[src/rtl/mem_arbiter.sv]
// mem_arbiter: two requester ports sharing one single-port synchronous memory.
// Round-robin arbitration, a single transaction in flight (IDLE -> BUSY -> RESP),
// and addresses at or beyond DEPTH are answered with an error instead of
// reaching the memory.
module mem_arbiter #(
    parameter int ADDR_W = 16,
    parameter int DATA_W = 32,
    parameter int DEPTH  = 1024
) (
    input  logic              clk_i,
    input  logic              srst_ni,
    input  logic              req0_valid_i,
    output logic              req0_ready_o,
    input  logic              req0_we_i,
    input  logic [ADDR_W-1:0] req0_addr_i,
    input  logic [DATA_W-1:0] req0_wdata_i,
    output logic              rsp0_valid_o,
    input  logic              rsp0_ready_i,
    output logic [DATA_W-1:0] rsp0_rdata_o,
    output logic              rsp0_err_o,
    input  logic              req1_valid_i,
    output logic              req1_ready_o,
    input  logic              req1_we_i,
    input  logic [ADDR_W-1:0] req1_addr_i,
    input  logic [DATA_W-1:0] req1_wdata_i,
    output logic              rsp1_valid_o,
    input  logic              rsp1_ready_i,
    output logic [DATA_W-1:0] rsp1_rdata_o,
    output logic              rsp1_err_o,
    output logic              mem_we_o,
    output logic [ADDR_W-1:0] mem_addr_o,
    output logic [DATA_W-1:0] mem_wdata_o,
    output logic              mem_srst_o,
    input  logic [DATA_W-1:0] mem_rdata_i
);

    localparam logic [1:0] ST_IDLE = 2'd0;
    localparam logic [1:0] ST_BUSY = 2'd1;
    localparam logic [1:0] ST_RESP = 2'd2;

    // Depth widened by one bit so the compare never truncates.
    localparam logic [32:0] DEPTH_L = 33'(DEPTH);

    logic [1:0]        state_r;
    logic [1:0]        state_nxt_s;
    logic              last_r;      // port granted by the previous accept
    logic              gnt_r;       // port owning the transaction in flight
    logic              we_r;
    logic              err_r;
    logic [DATA_W-1:0] rsp_data_r;
    logic [ADDR_W-1:0] addr_r;      // last address actually issued to memory
    logic [DATA_W-1:0] wdata_r;

    logic              any_s;
    logic              win_s;
    logic              accept_s;
    logic              issue_s;
    logic              in_range_s;
    logic              win_we_s;
    logic [ADDR_W-1:0] win_addr_s;
    logic [DATA_W-1:0] win_wdata_s;
    logic              rsp_ready_s;

    // Arbitration: lone requester wins, a tie goes to the port not granted last.
    always_comb begin
        any_s = req0_valid_i | req1_valid_i;
        if (req0_valid_i && req1_valid_i) begin
            win_s = ~last_r;
        end else if (req1_valid_i) begin
            win_s = 1'b1;
        end else begin
            win_s = 1'b0;
        end
        if (win_s) begin
            win_we_s    = req1_we_i;
            win_addr_s  = req1_addr_i;
            win_wdata_s = req1_wdata_i;
        end else begin
            win_we_s    = req0_we_i;
            win_addr_s  = req0_addr_i;
            win_wdata_s = req0_wdata_i;
        end
        // Ready is held low while reset is asserted, so nothing is accepted then.
        accept_s     = srst_ni && (state_r == ST_IDLE) && any_s;
        req0_ready_o = accept_s && !win_s;
        req1_ready_o = accept_s && win_s;
        in_range_s   = (33'(win_addr_s) < DEPTH_L);
        issue_s      = accept_s && in_range_s;
    end

    // Memory command: driven from the winner in the accept cycle, otherwise parked.
    always_comb begin
        mem_srst_o = ~srst_ni;
        if (issue_s) begin
            mem_we_o    = win_we_s;
            mem_addr_o  = win_addr_s;
            mem_wdata_o = win_wdata_s;
        end else begin
            mem_we_o    = 1'b0;
            mem_addr_o  = addr_r;
            mem_wdata_o = wdata_r;
        end
    end

    // Next-state logic for the single-outstanding transaction FSM.
    always_comb begin
        rsp_ready_s = gnt_r ? rsp1_ready_i : rsp0_ready_i;
        case (state_r)
            ST_IDLE: begin
                if (accept_s) begin
                    state_nxt_s = ST_BUSY;
                end else begin
                    state_nxt_s = ST_IDLE;
                end
            end
            ST_BUSY: begin
                state_nxt_s = ST_RESP;
            end
            ST_RESP: begin
                if (rsp_ready_s) begin
                    state_nxt_s = ST_IDLE;
                end else begin
                    state_nxt_s = ST_RESP;
                end
            end
            default: begin
                state_nxt_s = ST_IDLE;
            end
        endcase
    end

    // State, transaction bookkeeping and response capture.
    always_ff @(posedge clk_i) begin
        if (!srst_ni) begin
            state_r    <= ST_IDLE;
            last_r     <= 1'b1;
            gnt_r      <= 1'b0;
            we_r       <= 1'b0;
            err_r      <= 1'b0;
            rsp_data_r <= '0;
            addr_r     <= '0;
            wdata_r    <= '0;
        end else begin
            state_r <= state_nxt_s;
            if (accept_s) begin
                last_r <= win_s;
                gnt_r  <= win_s;
                we_r   <= win_we_s;
                err_r  <= !in_range_s;
            end
            if (issue_s) begin
                addr_r  <= win_addr_s;
                wdata_r <= win_wdata_s;
            end
            // Memory read data is valid in BUSY, one cycle after issue.
            if (state_r == ST_BUSY) begin
                if (!we_r && !err_r) begin
                    rsp_data_r <= mem_rdata_i;
                end else begin
                    rsp_data_r <= '0;
                end
            end
        end
    end

    // Response outputs: only the owning port sees valid; payload is zero otherwise.
    always_comb begin
        rsp0_valid_o = (state_r == ST_RESP) && !gnt_r;
        rsp1_valid_o = (state_r == ST_RESP) && gnt_r;
        if (rsp0_valid_o) begin
            rsp0_rdata_o = rsp_data_r;
            rsp0_err_o   = err_r;
        end else begin
            rsp0_rdata_o = '0;
            rsp0_err_o   = 1'b0;
        end
        if (rsp1_valid_o) begin
            rsp1_rdata_o = rsp_data_r;
            rsp1_err_o   = err_r;
        end else begin
            rsp1_rdata_o = '0;
            rsp1_err_o   = 1'b0;
        end
    end

endmodule

[config.mk]
export PLATFORM = sky130hd
export DESIGN_NAME = mem_arbiter
export DESIGN_NICKNAME = d
export VERILOG_FILES = /design/src/rtl/mem_arbiter.sv
export SDC_FILE = /design/constraint.sdc
export NUM_CORES = 1
export LEC_CHECK = 0
export ABC_AREA = 1
export CAP_MARGIN = 20
export CELL_PAD_IN_SITES_DETAIL_PLACEMENT = 1
export CELL_PAD_IN_SITES_GLOBAL_PLACEMENT = 1
export CORE_ASPECT_RATIO = 1.75
export CORE_MARGIN = 3
export CORE_UTILIZATION = 27
export DETAILED_ROUTE_END_ITERATION = 8
export HOLD_SLACK_MARGIN = 0.1
export PLACE_DENSITY = 0.95
export SKIP_LAST_GASP = 1
export SLEW_MARGIN = 5
export SYNTH_ARGS = -nofsm -noshare
export SYNTH_HDL_FRONTEND = slang
export SYNTH_SLANG_ARGS = --single-unit
[constraint.sdc]
create_clock -name clk_i -period 4.15 [get_ports clk_i]
set_input_delay 0.83 -clock clk_i [delete_from_list [all_inputs] [get_ports clk_i]]
set_output_delay 0.83 -clock clk_i [all_outputs]
set_load 0.01 [all_outputs]
== After elaboration in Yosys (flattened, before gate mapping) ==
Cells that the tools add are included.

* Logic and storage cells: 46
* Output and inout bits: 120
* Flip-flop bits (word level): 86
* Input port bits: 136

* Eq/ne operators: 2
* Magnitude comparators: 1
* Bitwise gates (word level): 3
* Reductions and logical operators: 15
* Muxes and demuxes: 17

{| class="wikitable"
|+ Operators with widths
! cell !! count
|-
| $mux 32 || 5
|-
| $mux 16 || 2
|-
| $lt 16x11->1 const B || 1
|-
| $logic_and 1x1->1 || 9
|-
| $mux 1 || 8
|-
| $pmux 2 s3 || 1
|-
| $logic_not 1->1 || 5
|-
| $eq 2x1->1 const B || 1
|-
| $eq 2x2->1 const B || 1
|-
| $logic_not 2->1 || 1
|-
| $mux 2 || 1
|-
| $not 1->1 || 2
|-
| $or 1x1->1 || 1
|}

== Depth between registers and ports, before layout ==
* Word-level depth: 6
* Depth in mapped cells: 10
* Gate-level depth less buffers: 9

== Worst setup path after synthesis ==
Ideal clock, no wire load.

* Path kind: input port to output port
* From: input req0_valid_i
* To: output mem_addr_o[4]
* Setup slack: 1516 ps
* Data required time: 3320 ps
* Arrival time: 1804 ps
* Stages on the path: 9
* Buffers on the path: 2
* Cell sequence: nand2_1 nand2_1 buf_6 clkbuf_1 or2_2 o21ai_0 nand3_1 nand2_1 inv_1

* Longest elaborated chain between the ends: 6
* Elaborated cells on any way between the ends: 8
* Those cells by class: order compare (1); mux (3); bitwise (1); reduce/logical (3)

{| class="wikitable"
|+ RTL lines
! item !! RTL line !! source
|-
| from (decl) || 12 || <nowiki>input logic req0_valid_i,</nowiki>
|-
| $logic_and 1x1->1 || 67 || <nowiki>if (req0_valid_i && req1_valid_i) begin</nowiki>
|-
| $mux 1 || 67 ||
|-
| $mux 16 || 74 || <nowiki>if (win_s) begin</nowiki>
|-
| $lt 16x11->1 || 87 || <nowiki>in_range_s = (33'(win_addr_s) < DEPTH_L);</nowiki>
|-
| $logic_and 1x1->1 || 88 || <nowiki>issue_s = accept_s && in_range_s;</nowiki>
|-
| $mux 16 (*) || n/a ||
|-
| to (decl) || 31 || <nowiki>output logic [ADDR_W-1:0] mem_addr_o,</nowiki>
|}

Mark *: on every way between the ends. The rest lies on a longest branch, timed or not.

== Worst setup path in the final report ==
* From: input req0_valid_i
* To: output mem_wdata_o[23]

* Longest elaborated chain between the ends: 6
* Elaborated cells on any way between the ends: 9
* Those cells by class: order compare (1); mux (4); bitwise (1); reduce/logical (3)

{| class="wikitable"
|+ RTL lines
! item !! RTL line !! source
|-
| $logic_and 1x1->1 || 67 ||
|-
| $mux 1 || 67 ||
|-
| $mux 16 || 74 ||
|-
| $lt 16x11->1 || 87 ||
|-
| $logic_and 1x1->1 || 88 ||
|-
| $mux 32 (*) || n/a ||
|-
| to (decl) || 32 || <nowiki>output logic [DATA_W-1:0] mem_wdata_o,</nowiki>
|}

Marked as above.

==> flow_summary_export.csv <==
group,metric,value,unit
outcome,outcome,"finished, final reports clean",
synthesis,synth_area,4510,um2
global_route,track_usage,0.184,
detailed_routing,via_per_inst,4.47,
floorplanning,fp.dieArea,18300,um2
place,io_buffers,255,
timing,maxSlewViolCount,0,
synthesis,synth_fa_ha_area_frac,0,
critical_path,arrival,3150,ps
clocking,clockBufferDepth,2,
detailed_routing,wire_per_inst,14.3,um
clocking,clockRootBuffer,"clkbuf_16",
power,p_leak,3.19,nW
critical_path,crit_fanout,42,
place,gp_congestion,0.740,
power,ir_drop,0.207,mV
critical_path,cp_slowest_cell,"clkdlybuf4s50_1",
clocking,clock_latency,340,ps
critical_path,r2r_cells,9,
floorplanning,placementRows,61,
clocking,cts_htree_levels,3,
timing,fin_tns_setup,0,ps
critical_path,cp.required,3320,ps
clocking,post_cts_resized,0,
global_route,overflow,0,
floorplanning,ios,256,
clocking,post_cts_buffers,0,
final_layout,syn_to_final_growth,67.6,%
synthesis,synth_xor_area_frac,0,
detailed_routing,met3WireLength,844,um
final_layout,instances_no_fill,1188,
final_layout,drive_gt1_frac,0.0807,
synthesis,ys_seq_area_frac,0.382,
timing,hold_violations,0,
critical_path,crit_top_cell,"nand2_1",
run,maxCapViolCount,0,
clocking,cts_tree,"built",
floorplanning,core_area,16100,um2
synthesis,synthMuxAreaShare,0.00222,
critical_path,startpoint_type,"primary input",
critical_path,cp-end-kind,"primary output",
synthesis,ys_seq_elements,86,
synthesis,yosys.cell_types.count,24,
synthesis,syn_area_per_cell,6.22,um2
place,post-dp-hpwl,13.4,mm
timing,clock_skew,9.79,ps
synthesis,synth_top_family_by_area,"simple AND/OR/NAND/NOR gates",
floorplanning,die_y,177,um
critical_path,worstPathCellList,"clkdlybuf4s50_1 > nand2_1 > nand2_1 > buf_4 > nand3_2 > o21ai_4 > buf_4 > nand3_1 > nand2_1 > inv_1 > clkdlybuf4s50_1",
critical_path,regToRegSetupSlack,2320,ps
hold_path,min_from,"addr_r[13]",
final_layout,nNetsFinal,1098,
synthesis,synthSimpleGateAreaFrac,0.362,
final_layout,post-route-util,0.469,
floorplanning,initial_core_util,0.280,
clocking,cts.clk_slew.worst_paths,70,ps
global_route,grt_max_degree,78,
timing,period_share,0.960,
detailed_routing,ant_nets,0,
synthesis,synthesis.nets,861,
timing,rsz0062_at_grt,"false",
timing,min_period,3980,ps
detailed_routing,wl_met1,5.72,mm
synthesis,yosys_warnings,0,
detailed_routing,num_vias,5315,
timing,setup_violations,0,
detailed_routing,drt_first_pass_iters,4,
clocking,holdBufCountCts,0,
global_route,grt_pass1_wl,27.3,mm
clocking,cts_made_buffers,9,
timing,tightest_slew,839,ps
critical_path,crit_type,"primary input to primary output",
clocking,cts.sinks,86,
global_route,grt_pass1_vias,5665,
timing,fmax,251,MHz
hold_path,worstHoldPathType,"flop to flop",
critical_path,worstReg2RegEnd,"wdata_r[23]",
critical_path,r2r-start,"last_r",
detailed_routing,route.met2.wl,9.79,mm
timing,whs,460,ps
global_route,grt_antenna_before_repair,0,
place,dp_cells,1171,
hold_path,worstHoldEndpoint,"addr_r[13]",
detailed_routing,drt_iter0_drc,102,
timing,slew_headroom,0.441,
critical_path,max_stage_delay,500,ps
floorplanning,die_x,104,um
detailed_routing,top_layer,"met4",
hold_path,min_path_cells,2,
synthesis,syn_inst,725,
power,power_density,272,nW/um2
detailed_routing,wl,17.0,mm
detailed_routing,remaining_drc_errors,0,
synthesis,synth_compound_area_frac,0.0960,
report_power, final:
group | internal, mW | switching [mW]
sequential | 0.852 | 0.0140
combinational | 0.193 | 0.165
clock | 0.475 | 0.360
total | 1.52 | 0.539
final cells by class:
| type | count | area (um2) |
|---|---|---|
| clock inverter | 7 | 77.6 |
| inverter | 132 | 495 |
| tap | 220 | 275 |
| antenna | 1 | 2.50 |
| sequential | 86 | 1720 |
| multi-input combinational | 465 | 2080 |
| fill | 2059 | 8550 |
| clock buffer | 9 | 225 |
| timing repair buffer | 268 | 2670 |
critical path, delay by kind of cell:
kind	cells	cell delay [ps]
AO/OA/AOI/OAI	1	100
buffers and inverters	5	1630
AND/OR/NAND/NOR	5	580
worst max-delay path by stage:
stage / from / to / slack (ps) / cells after the start
after floorplan: req0_valid_i / mem_addr_o[4] / 1520 / 9
after global placement: srst_ni / mem_addr_o[3] / 210 / 10
after detailed placement: req0_valid_i / mem_addr_o[13] / 70 / 10
after CTS: req0_valid_i / mem_addr_o[13] / 70 / 10
after global routing: req0_valid_i / mem_addr_o[5] / 10 / 11
final: req0_valid_i / mem_wdata_o[23] / 170 / 11
cells by family (layout without fill, tap and decap cells):
| logic type | Yosys count | count (layout) |
|---|---|---|
| compound gates | 83 | 83 |
| other cells | 0 | 1 |
| flops | 86 | 86 |
| mux | 1 | 1 |
| buf+inv | 174 | 416 |
| simple gates | 381 | 381 |
metal layers:
layer / track usage / vias to the layer above
li1: - / 2625
met1: 0.163 / 2483
met2: 0.382 / 177
met3: 0.0383 / 30
met4: 0.0910 / 0
met5: 0 / -
sequential cells by signal, indices dropped and copies added (netlist names):
signal and flops:
rsp_data_r 32, wdata_r 32, addr_r 16, state_r 2, err_r 1, gnt_r 1
last_r 1, we_r 1
synth_stat cells:
cell type,number,area share
dfxtp_1,86,0.38
a211oi_1,1,0.0017
mux2i_1,1,0.0022
nand3_2,1,0.0022
nand2_1,155,0.13
nor3_4,1,0.0036
nand4_1,1,0.0014
clkinv_1,3,0.0025
o21ai_4,1,0.0036
or2_1,1,0.0014
o22a_1,1,0.0019
buf_2,9,0.010
nand3_1,43,0.048
buf_4,3,0.0050
buf_6,5,0.012
nand2_4,1,0.0025
clkbuf_1,25,0.021
a21oi_1,36,0.040
or2_2,42,0.058
o21ai_0,44,0.049
nand2_2,1,0.0014
nor2_1,134,0.11
inv_1,129,0.11
nor2_4,1,0.0025
layout by cell type (no fill, tap or decap), drive strengths merged:
cell and n:
nor2 135, clkinvlp 1, dfxtp 86, bufinv 1
nand4 1, mux2i 1, clkdlybuf4s50 255, o21ai 45
buf 13, a211oi 1, diode 1, nand3 44
nand2 157, or2 43, inv 134, nor3 1
clkinv 3, o22a 1, clkbuf 9, a21oi 36
through the flow:
step	total power, mW	worst slack (ps)	cell area [um2]
after CTS	2.10	69.6	7540
final	2.06	166	7550
after global placement	1.23	207	7210
after floorplan	1.04	1520	4510
after global routing	2.17	12.1	7550
after detailed placement	1.25	73.4	7240
Power figures use the tool's default switching activity.
